<file path="config.mk">
export PLATFORM = sky130hd
export DESIGN_NAME = lsu
export DESIGN_NICKNAME = d
export VERILOG_FILES = /design/src/rtl/lsu.sv
export SDC_FILE = /design/constraint.sdc
export NUM_CORES = 1
export LEC_CHECK = 0
export CORE_UTILIZATION = 35
export CTS_CLUSTER_SIZE = 20
export DETAILED_ROUTE_END_ITERATION = 8
export PLACE_DENSITY_LB_ADDON = 0.25
export SYNTH_ARGS = -nofsm -noshare
export SYNTH_HDL_FRONTEND = slang
export SYNTH_SLANG_ARGS = --single-unit
</file>
<file path="constraint.sdc">
create_clock -name clk -period 3.8 [get_ports clk]
set_input_delay 0.95 -clock clk [delete_from_list [all_inputs] [get_ports clk]]
set_output_delay 0.95 -clock clk [all_outputs]
set_load 0.02 [all_outputs]
</file>
<file path="src/rtl/lsu.sv">
// RV32I load/store unit: one memory access at a time, 3 cycles minimum (accept, BUSY+ack, DONE), +1 per wait cycle.
// Stalls the core from accept through BUSY; aborts with bus_err after MAX_WAIT unacknowledged BUSY cycles.
module lsu #(
  parameter int MAX_WAIT = 255
) (
  input  logic        clk,
  input  logic        reset,
  input  logic        en,
  input  logic        we,
  input  logic [2:0]  funct3,
  input  logic [31:0] addr,
  input  logic [31:0] wdata,
  output logic        stall,
  output logic [31:0] rdata,
  output logic        rvalid,
  output logic        misalign,
  output logic        bus_err,
  output logic        mem_req,
  output logic        mem_we,
  output logic [31:0] mem_addr,
  output logic [3:0]  mem_be,
  output logic [31:0] mem_wdata,
  input  logic [31:0] mem_rdata,
  input  logic        mem_ack
);

  localparam int CW = (MAX_WAIT > 1) ? $clog2(MAX_WAIT) : 1;
  localparam logic [CW-1:0] WAIT_LAST = CW'(MAX_WAIT - 1);

  typedef enum logic [1:0] {IDLE = 2'd0, BUSY = 2'd1, DONE = 2'd2} state_t;
  typedef enum logic [1:0] {END_STORE, END_LOAD, END_MISALIGN, END_BUS_ERR} end_t;

  state_t         state, next_state;
  end_t           end_q;
  logic [2:0]     f3_q;
  logic [1:0]     lo_q;
  logic [CW-1:0]  wait_cnt;
  logic           fault;
  logic           timeout;
  logic [3:0]     be_d;
  logic [31:0]    wdata_d;
  logic [7:0]     lane_b;
  logic [15:0]    lane_h;
  logic [31:0]    load_val;

  // Lane enables, store replication and fault detection from the request as presented.
  always_comb begin
    fault   = 1'b0;
    be_d    = 4'b0000;
    wdata_d = wdata;
    case (funct3[1:0])
      2'b00: begin
        be_d    = 4'b0001 << addr[1:0];
        wdata_d = {4{wdata[7:0]}};
      end
      2'b01: begin
        be_d    = addr[1] ? 4'b1100 : 4'b0011;
        wdata_d = {2{wdata[15:0]}};
        fault   = addr[0];
      end
      2'b10: begin
        be_d  = 4'b1111;
        fault = |addr[1:0];
      end
      default: fault = 1'b1;
    endcase
    if (we ? funct3[2] : (funct3[2] & funct3[1]))
      fault = 1'b1;
  end

  assign timeout = (wait_cnt == WAIT_LAST);

  always_comb begin
    lane_b = mem_rdata[{lo_q, 3'b000} +: 8];
    lane_h = lo_q[1] ? mem_rdata[31:16] : mem_rdata[15:0];
    case (f3_q)
      3'b000:  load_val = {{24{lane_b[7]}}, lane_b};
      3'b001:  load_val = {{16{lane_h[15]}}, lane_h};
      3'b100:  load_val = {24'd0, lane_b};
      3'b101:  load_val = {16'd0, lane_h};
      default: load_val = mem_rdata;
    endcase
  end

  always_ff @(posedge clk or posedge reset) begin
    if (reset) state <= IDLE;
    else       state <= next_state;
  end

  always_comb begin
    next_state = state;
    case (state)
      IDLE:    if (en) next_state = fault ? DONE : BUSY;
      BUSY:    if (mem_ack || timeout) next_state = DONE;
      DONE:    next_state = IDLE;
      default: next_state = IDLE;
    endcase
  end

  always_ff @(posedge clk or posedge reset) begin
    if (reset) begin
      mem_req   <= 1'b0;
      mem_we    <= 1'b0;
      mem_addr  <= 32'd0;
      mem_be    <= 4'd0;
      mem_wdata <= 32'd0;
      rdata     <= 32'd0;
      f3_q      <= 3'd0;
      lo_q      <= 2'd0;
      wait_cnt  <= '0;
      end_q     <= END_STORE;
    end else begin
      mem_req <= (next_state == BUSY);
      case (state)
        IDLE: if (en) begin
          if (fault) begin
            rdata <= 32'd0;
            end_q <= END_MISALIGN;
          end else begin
            mem_we    <= we;
            mem_addr  <= {addr[31:2], 2'b00};
            mem_be    <= be_d;
            mem_wdata <= wdata_d;
            f3_q      <= funct3;
            lo_q      <= addr[1:0];
            wait_cnt  <= '0;
          end
        end
        BUSY: begin
          // An ack in the timeout cycle still counts as success.
          if (mem_ack) begin
            if (!mem_we) rdata <= load_val;
            end_q <= mem_we ? END_STORE : END_LOAD;
          end else if (timeout) begin
            rdata <= 32'd0;
            end_q <= END_BUS_ERR;
          end else begin
            wait_cnt <= wait_cnt + CW'(1);
          end
        end
        default: ;
      endcase
    end
  end

  always_comb begin
    stall    = ((state == IDLE) && en) || (state == BUSY);
    rvalid   = (state == DONE) && (end_q == END_LOAD);
    misalign = (state == DONE) && (end_q == END_MISALIGN);
    bus_err  = (state == DONE) && (end_q == END_BUS_ERR);
  end

endmodule

</file>
* Word-level counts from Yosys, hierarchy flattened *
Index checks and enable logic that the tools add are counted.
Widths: inputs -> output; s select.

word-level totals
  memories kept = 0
  logic and storage cells = 79
  bits in latches = 0
  input bits = 104
  output and inout bits = 106
  RAM bits = 0
  register bits = 117
  ROM bits = 0

cells by class
  $mul = 0
  eq/ne operators = 19
  order comparisons = 0
  bitwise operators = 2
  reduce and logical (&&, ||, !) cells = 15
  multiplexer cells = 29
  add/subtract/negate cells = 1
  shifts and indexed selects = 2
  div/mod/pow operators = 0

operator list
  cell                 number
  $mux 32              5
  $pmux 32 s2          2
  $pmux 32 s4          1
  $mux 8               4
  $shiftx 32x6->8      1
  $mux 16              1
  $pmux 8 s2           1
  $mux 2               7
  $pmux 4 s3           1
  $ne 2x2->1 const B   5
  $reduce_and 5->1     2
  $add 8x1->8 const B  1
  $eq 2x1->1 const B   4
  $eq 2x2->1 const B   4
  $eq 8x8->1 const B   1
  $pmux 2 s2           2
  $eq 3x3->1 const B   2
  $ne 3x3->1 const B   2
  $logic_and 1x1->1    4
  $logic_not 2->1      2
  $mux 4               1
  $reduce_and 4->1     1
  $shl 1x2->4 const A  1
  $eq 3x1->1 const B   1
  9 further kinds      12

* Longest topological paths before layout *
Gate-level depths: netlist of the first run.

  depth after elaboration = 7
  mapped depth = 9
  gate-level depth less buffers = 7

* Worst setup path before layout of the first run *
No wires, ideal clock.

  path kind = input to register
  start point = input port funct3[0]
  end point = register wait_cnt[5]
  setup slack = 1.274 ns
  arrival time = 2.448 ns
  library setup time = 0.078 ns
  buffers on the path = 1
  required time = 3.722 ns
  stages = 6
  path through = buf_6 > a221oi_4 > nor3_2 > or3_4 > or4_1 > a21oi_1

on the way
  cells in the longest elaborated chain, start to end = 5
  elaborated cells between the ends (all ways) = 7
  classes of those cells = eq/ne (3); mux (2); reduce/logical (2)

ends and longest elaborated chain
  what                                 line  source
  from (decl)                          10    input logic [2:0] funct3,
  $eq 2x2->1 (tied with other cells)   51    case (funct3[1:0])
  $pmux 1 s3 *                         51
  $mux 1 *                             67    if (we ? funct3[2] : (funct3[2] & funct3[1]))
  $ne 2x2->1 (no source line) *        --
  $reduce_and 5->1 (no source line) *  --
  to (signal assigned)                 138   wait_cnt <= wait_cnt + CW'(1);
  to (decl)                            37    logic [CW-1:0] wait_cnt;

Mark *: on every way between the ends. The rest lies on a longest branch, timed or not.
A chain may end at the register's enable or synchronous reset.

* Final worst setup path of the first run *
  start point = input port en
  end point = output port stall

on the way
  cells in the longest elaborated chain, start to end = 2

ends and longest elaborated chain
  what               line  source
  from (decl)        8     input logic en,
  $logic_and 1x1->1  147   stall = ((state == IDLE) && en) || (state == BUSY);
  $logic_or 1x1->1   147
  to (decl)          13    output logic stall,

Every way passes these cells.

==> results of run 1 <==
[worst reg2reg max path, delay by kind of cell, from the launching register on]
kind / cells / cell delay, ps
fa+ha+maj: 1 / 200
compound gates: 2 / 540
flops: 1 / 450
simple gates: 3 / 460
buf+inv: 2 / 450
[logic make-up (layout without fill, tap and decap cells)]
logic type	after synthesis	after routing	synth area share
other	1	2	0.0006909
adder cells (fa/ha/maj)	2	2	0.004610
buffers and inverters	46	256	0.03642
multiplexers	34	34	0.06432
AND/OR/NAND/NOR	274	274	0.2135
XOR/XNOR	2	2	0.003228
flip-flops	117	117	0.5394
AO/OA/AOI/OAI	127	127	0.1379
[area by class of cell]
cell class	count	area [sq um]
Tap cell	188	235.2
Sequential cell	117	2928
Clock buffer	21	480.5
Inverter	9	37.54
Clock inverter	11	101.3
Timing Repair Buffer	215	2145
Fill cell	1333	6903
Multi-Input combinational cell	441	2316
[final timing paths]
kind	startpoint	to	slack (ps)	cells past startpoint
min in group asynchronous	reset	mem_addr[2]$_DFFE_PP0P_	900	2
worst min-delay path	mem_addr[10]$_DFFE_PP0P_	mem_addr[10]$_DFFE_PP0P_	470	2
max in group asynchronous	reset	rdata[13]$_DFFE_PP0P_	2040	3
worst max-delay path	en	stall	570	4
worst min register to register	mem_addr[10]$_DFFE_PP0P_	mem_addr[10]$_DFFE_PP0P_	470	2
worst max register to register	wait_cnt[0]$_DFFE_PP0P_	rdata[2]$_DFFE_PP0P_	1570	8
[cell usage in the layout, fill, tap and decap left out, types with 2 or more instances in the layout]
master           instances
ha_1                     2
o22ai_1                  7
xnor2_1                  2
clkbuf_8                 4
clkinv_4                 3
or3_1                    4
o41ai_1                  9
nand3_1                  7
inv_1                    7
clkbuf_16               17
nand2_1                188
clkinv_2                 3
nor2_1                  47
mux2i_1                 27
nor3_1                   3
and2_1                   2
nor4bb_1                 2
buf_4                    7
nand2b_1                 5
o31ai_1                  4
a21o_1                   8
clkdlybuf4s50_1        207
conb_1                   2
a21oi_1                 33
clkinvlp_4               5
mux2_2                   7
o21ai_0                 59
dfrtp_1                117
and4_1                   2
[sequential cells by signal (all words and copies together) (netlist names)]
name and flops:
mem_req 1, state 2, mem_addr 30, rdata 32, mem_wdata 32, end_q 2, mem_be 4, f3_q 3
wait_cnt 8, lo_q 2, mem_we 1
[routing by layer]
| layer | wire length (um) | track usage | share of wire | vias to the layer above |
|---|---|---|---|---|
| met5 | 0 | 0 | 0 | - |
| met4 | 287 | 0.08150 | 0.018 | 0 |
| met3 | 1508 | 0.07676 | 0.095 | 16 |
| met2 | 7217 | 0.3237 | 0.45 | 210 |
| met1 | 6855 | 0.2598 | 0.43 | 2370 |
| li1 | - | - | - | 2426 |
[power breakdown]
part	internal, mW	switching [mW]	total [mW]
clock	0.966	0.573	1.54
combinational	0.917	1.06	1.97
sequential	1.61	0.282	1.89
[synth_stat cells, drive strengths merged, types with 5 or more instances]
library cell	n	area (sq um)
a21o	8	60.06
clkbuf	31	116.4
nor2	48	180.2
nand2b	5	31.28
nand2	188	705.7
nand3	7	35.03
buf	6	47.54
or3	5	36.28
o41ai	9	78.83
dfrtp	117	2928
a21oi	33	165.2
mux2	7	78.83
inv	8	30.03
mux2i	27	270.3
o22ai	7	43.79
o21ai	59	295.3
[through the flow]
stage / area [sq um] / power [mW] / hold WS, ps / util
global placement: 7661 / 3.839 / 459.4 / 0.5058
CTS: 8243 / 5.464 / 473.7 / 0.5442
detailed placement: 7661 / 3.886 / 461.1 / 0.5058
floorplan: 5435 / 2.874 / 493.3 / -
finish: 8243 / 5.402 / 471.8 / 0.5442
global route: 8243 / 5.709 / 494.5 / 0.5442
==> metrics.txt, run 1 <==
Via-to-Cell Ratio 5.012; layout cell share with drive strength beyond 1 0.06757; Site Rows 45; Hold Buf Count CTS 0; max-slew violation count 0; DRC 0; Overall Global Routing Usage 0.2070; Final min period 3229 ps; sequential cell area fraction in the yosys report 0.5394; NumNets Final 907; Syn Area/Cell 9.001 sq um; RSZ-0062 raised after global routing false; Fin. Hold Viols 0; Setup crit end kind primary output; Initial Utilization 0.3584; Resized Gates After CTS 0; DR WL/cell 15.84 um; area of the die 0.01601 sq mm; pwr dens 655.3 mW/mm^2; Root Driver clkbuf_16; TritonCTS Sinks 117; Placer Congestion 0.8736; htree depth 4; CP cell instances clkdlybuf4s50_1 > nor2_1 > nor2_1 > clkdlybuf4s50_1; Critical Path RT 2850 ps; Worst-Margin Slew 947.2 ps; leakage power 3.726 nW; Post-synth EDFFs 0; IO Count 210; initial antenna violation count 0; setup TNS 0 ps; core area 0.01515 sq mm; slowest CP cell clkdlybuf4s50_1; Cells after DPL 970; worst clock skew 8.326 ps; final setup vio count 0; max incr delay on CP 640 ps; max frequency 309.7 MHz; Syn-to-layout area delta 51.87%; relative slew slack 0.3685; via count of the first global-routing pass 5,029; clk_lat worst skew 410 ps; flops & latches, synth 117; first-pass GRT wire length 25.94 mm; CTS Buf Count 17; post-synthesis cell type count 46; Setup Buffers After CTS 0; WS Path Type primary input to primary output; Antenna Cells 0; initial drt markers 342; hpwl dp 11.17 mm; DR pass1 iterations 4; fin crit share 0.8498; TritonCTS clock tree done; CTS Buffer Depth 2; total grt overflow 0; VDD IR max 0.3668 mV; largest net degree at the start of global routing 100; post-route ant nets 0; Critical Path Source Type primary input; Die Y-Extent 126.5 um; critical path's top delay family buffers and inverters; pre-CTS WS 558.9 ps; Via Count 5,022; ys async rst share 1.000; Mapped Cells 603; warnings from Yosys 0; Port Buffers 207; max cap viols 0; Worst Path Buf+Inv 2; Hold Path Class flop to flop; Final WS setup 570.6 ps; status completed; Cell Count, Final, Fillers Out 1,002; CP arrival 2280 ps; Die W 126.5 um; Clock transition at path regs 50 ps; crit path max fanout 3; Most used DFF post-synth dfrtp_1; Routed Wire Length 15.87 mm; Post-Syn Area 0.005428 sq mm
Note: power is estimated with default switching activity, not from simulation.
==> inputs of run 2 (changes only) <==
Clock period 3.8 ns to 3.1 ns, I/O delays scaled along.
==> run 2 against run 1 <==
  * Clock power grew 31%
  * Setup slack lost 430 ps
  * Critical path depth is the same
  * Combinational power grew 25%
  * Final area grew 1.5%
  * Critical endpoint unchanged
==> metrics.txt, run 2 (synthesis gave the netlist of run 1 again) <==
RSZ-0062 raised after global routing false (unchanged); Die W 126.5 um (unchanged); Net Sw Frac 0.3514 (was 0.3540); top layer in use met4 (unchanged); commonest non-fill, non-tap cell in the layout clkdlybuf4s50_1 (unchanged); Port Buffers 207 (unchanged); hpwl dp 12.09 mm (was 11.17 mm); Syn-to-layout area delta 54.22% (was 51.87%); WS Path Type primary input to primary output (unchanged); Cell Count, Final, Fillers Out 1,008 (was 1,002); Clock transition at path regs 60 ps (was 50 ps); Setup Buffers After CTS 0 (unchanged); fin crit share 0.9550; Final min period 2960 ps; Gate power share 0.362 (was 0.365); Hold Path Class flop to flop (unchanged); Die Y-Extent 126.5 um (unchanged); Placer Congestion 0.8761 (was 0.8736); relative slew slack 0.3578 (was 0.3685); IO Count 210 (unchanged); crit path max fanout 3 (unchanged); CTS Buffer Depth 2 (unchanged); total grt overflow 0 (unchanged); via count of the first global-routing pass 5,167 (was 5,029); final setup vio count 0 (unchanged); CP arrival 2190 ps (was 2280 ps); TritonCTS clock tree done (unchanged); max cap viols 0 (unchanged); pre-CTS WS 81.49 ps (was 558.9 ps); setup TNS 0 ps (unchanged); most frequent cells in the layout 207 x clkdlybuf4s50_1, 188 x nand2_1, 117 x dfrtp_1, 59 x o21ai_0, 47 x nor2_1 (unchanged); first-pass GRT wire length 26.50 mm (was 25.94 mm); Worst-Margin Slew 959.8 ps (was 947.2 ps); Int Power 4.408 mW (was 3.490 mW); Critical Path Source Type primary input (unchanged); P_sw 2.388 mW (was 1.912 mW); Clock Power Share 0.296 (was 0.285); Site Rows 45 (unchanged); VDD IR max 0.3969 mV (was 0.3668 mV); met2 WL 7.633 mm (was 7.217 mm); fin util 0.5527 (was 0.5442); Via-to-Cell Ratio 5.152 (was 5.012); initial drt markers 386 (was 342); leakage power 3.786 nW (was 3.726 nW); worst clock skew 11.26 ps (was 8.326 ps); NumNets Final 913 (was 907); WL met3 1.639 mm (was 1.508 mm); Critical Path RT 2320 ps (was 2850 ps); Overall Global Routing Usage 0.2122 (was 0.2070); Largest regs mem_wdata (32), rdata (32), mem_addr (30) (unchanged); largest net degree at the start of global routing 45 (was 100); hold endpoint mem_addr[12]$_DFFE_PP0P_ (was mem_addr[10]$_DFFE_PP0P_); Final WS setup 139.6 ps (was 570.6 ps); Fin. Hold Viols 0 (unchanged); max-slew violation count 0 (unchanged); DR pass1 iterations 5 (was 4); DRC 0 (unchanged); Antenna Cells 0 (unchanged); Cells after DPL 976 (was 970); clk_lat worst skew 410 ps (about the same); wl on met1 7.045 mm (was 6.855 mm); Setup crit end kind primary output (unchanged); Via Count 5,193 (was 5,022); Worst R2R Setup Slack 890 ps (was 1570 ps); TritonCTS Sinks 117 (unchanged); Resized Gates After CTS 0 (unchanged); Root Driver clkbuf_16 (unchanged); core area 0.01515 sq mm (unchanged); Hold Buf Count CTS 0 (unchanged); worst reg2reg path depth 7 (was 8); r2r startpoint wait_cnt[0]$_DFFE_PP0P_ (unchanged); initial antenna violation count 0 (unchanged); CTS Buf Count 17 (unchanged); DR WL/cell 16.43 um (was 15.84 um); post-route ant nets 0 (unchanged); worst reg2reg endpoint wait_cnt[5]$_DFFE_PP0P_ (was rdata[2]$_DFFE_PP0P_); WHS Path Cells 2 (unchanged); worst min-delay path startpoint mem_addr[12]$_DFFE_PP0P_ (was mem_addr[10]$_DFFE_PP0P_); fillcell total 1,338 (was 1,333); htree depth 4 (unchanged); layout cell share with drive strength beyond 1 0.07439 (was 0.06757); status completed (unchanged); Routed Wire Length 16.56 mm (was 15.87 mm); pwr dens 812.0 mW/mm^2 (was 655.3 mW/mm^2); Reg power frac 0.342 (was 0.350); Initial Utilization 0.3584 (unchanged); max frequency 337.8 MHz; area of the die 0.01601 sq mm (unchanged)
-- run 2: worst max-delay path: stages --
cell and delay (ps):
clkdlybuf4s50_1 480, nor2_1 40, nor2_1 230, clkdlybuf4s50_1 660
-- run 2: routing by layer --
| metal | vias up | track usage |
|---|---|---|
| met5 | - | 0 |
| met4 | 0 | 0.07725 |
| met3 | 17 | 0.08056 |
| met2 | 242 | 0.3289 |
| met1 | 2491 | 0.2702 |
| li1 | 2443 | - |
-- run 2: through the flow --
stage,total power [mW],hold WS [ps],instance area [sq um]
global placement,4.744,456.9,7756
floorplan,3.523,493.3,5435
detailed placement,4.802,462.3,7756
finish,6.797,471.8,8371
CTS,6.847,476.8,8371
global route,7.155,500.9,8371
-- run 2: area by class of cell --
cell class | instances | area, sq um | share of cell area
clock inverters | 10 | 120.1 | 0.01435
flip-flops and latches | 117 | 2928 | 0.3498
repair buffers | 221 | 2240 | 0.2676
inverters | 9 | 37.54 | 0.004484
multi-input cells | 441 | 2316 | 0.2767
well taps | 188 | 235.2 | 0.02810
clock buffers | 22 | 494.2 | 0.05904
-- run 2: how the worst max path moves through the flow --
stage / from / end / slack (ps) / cells past startpoint
floorplan: funct3[0] / wait_cnt[5]$_DFFE_PP0P_ / 750 / 6
global placement: addr[0] / wait_cnt[5]$_DFFE_PP0P_ / 140 / 6
detailed placement: addr[0] / wait_cnt[5]$_DFFE_PP0P_ / 80 / 6
CTS: en / stall / 150 / 4
global route: en / stall / 110 / 4
finish: en / stall / 140 / 4
-- run 2: power by group through the flow --
stage          combinational [mW]  clock (mW)  sequential [mW]
6_report                     2.46        2.01             2.32
4_1_cts                      2.47        2.05             2.32
3_5_place_dp                 2.47           0             2.34
2_1_floorplan               0.793           0             2.73
5_1_grt                      2.64        2.12             2.40
3_3_place_gp                 2.43           0             2.31
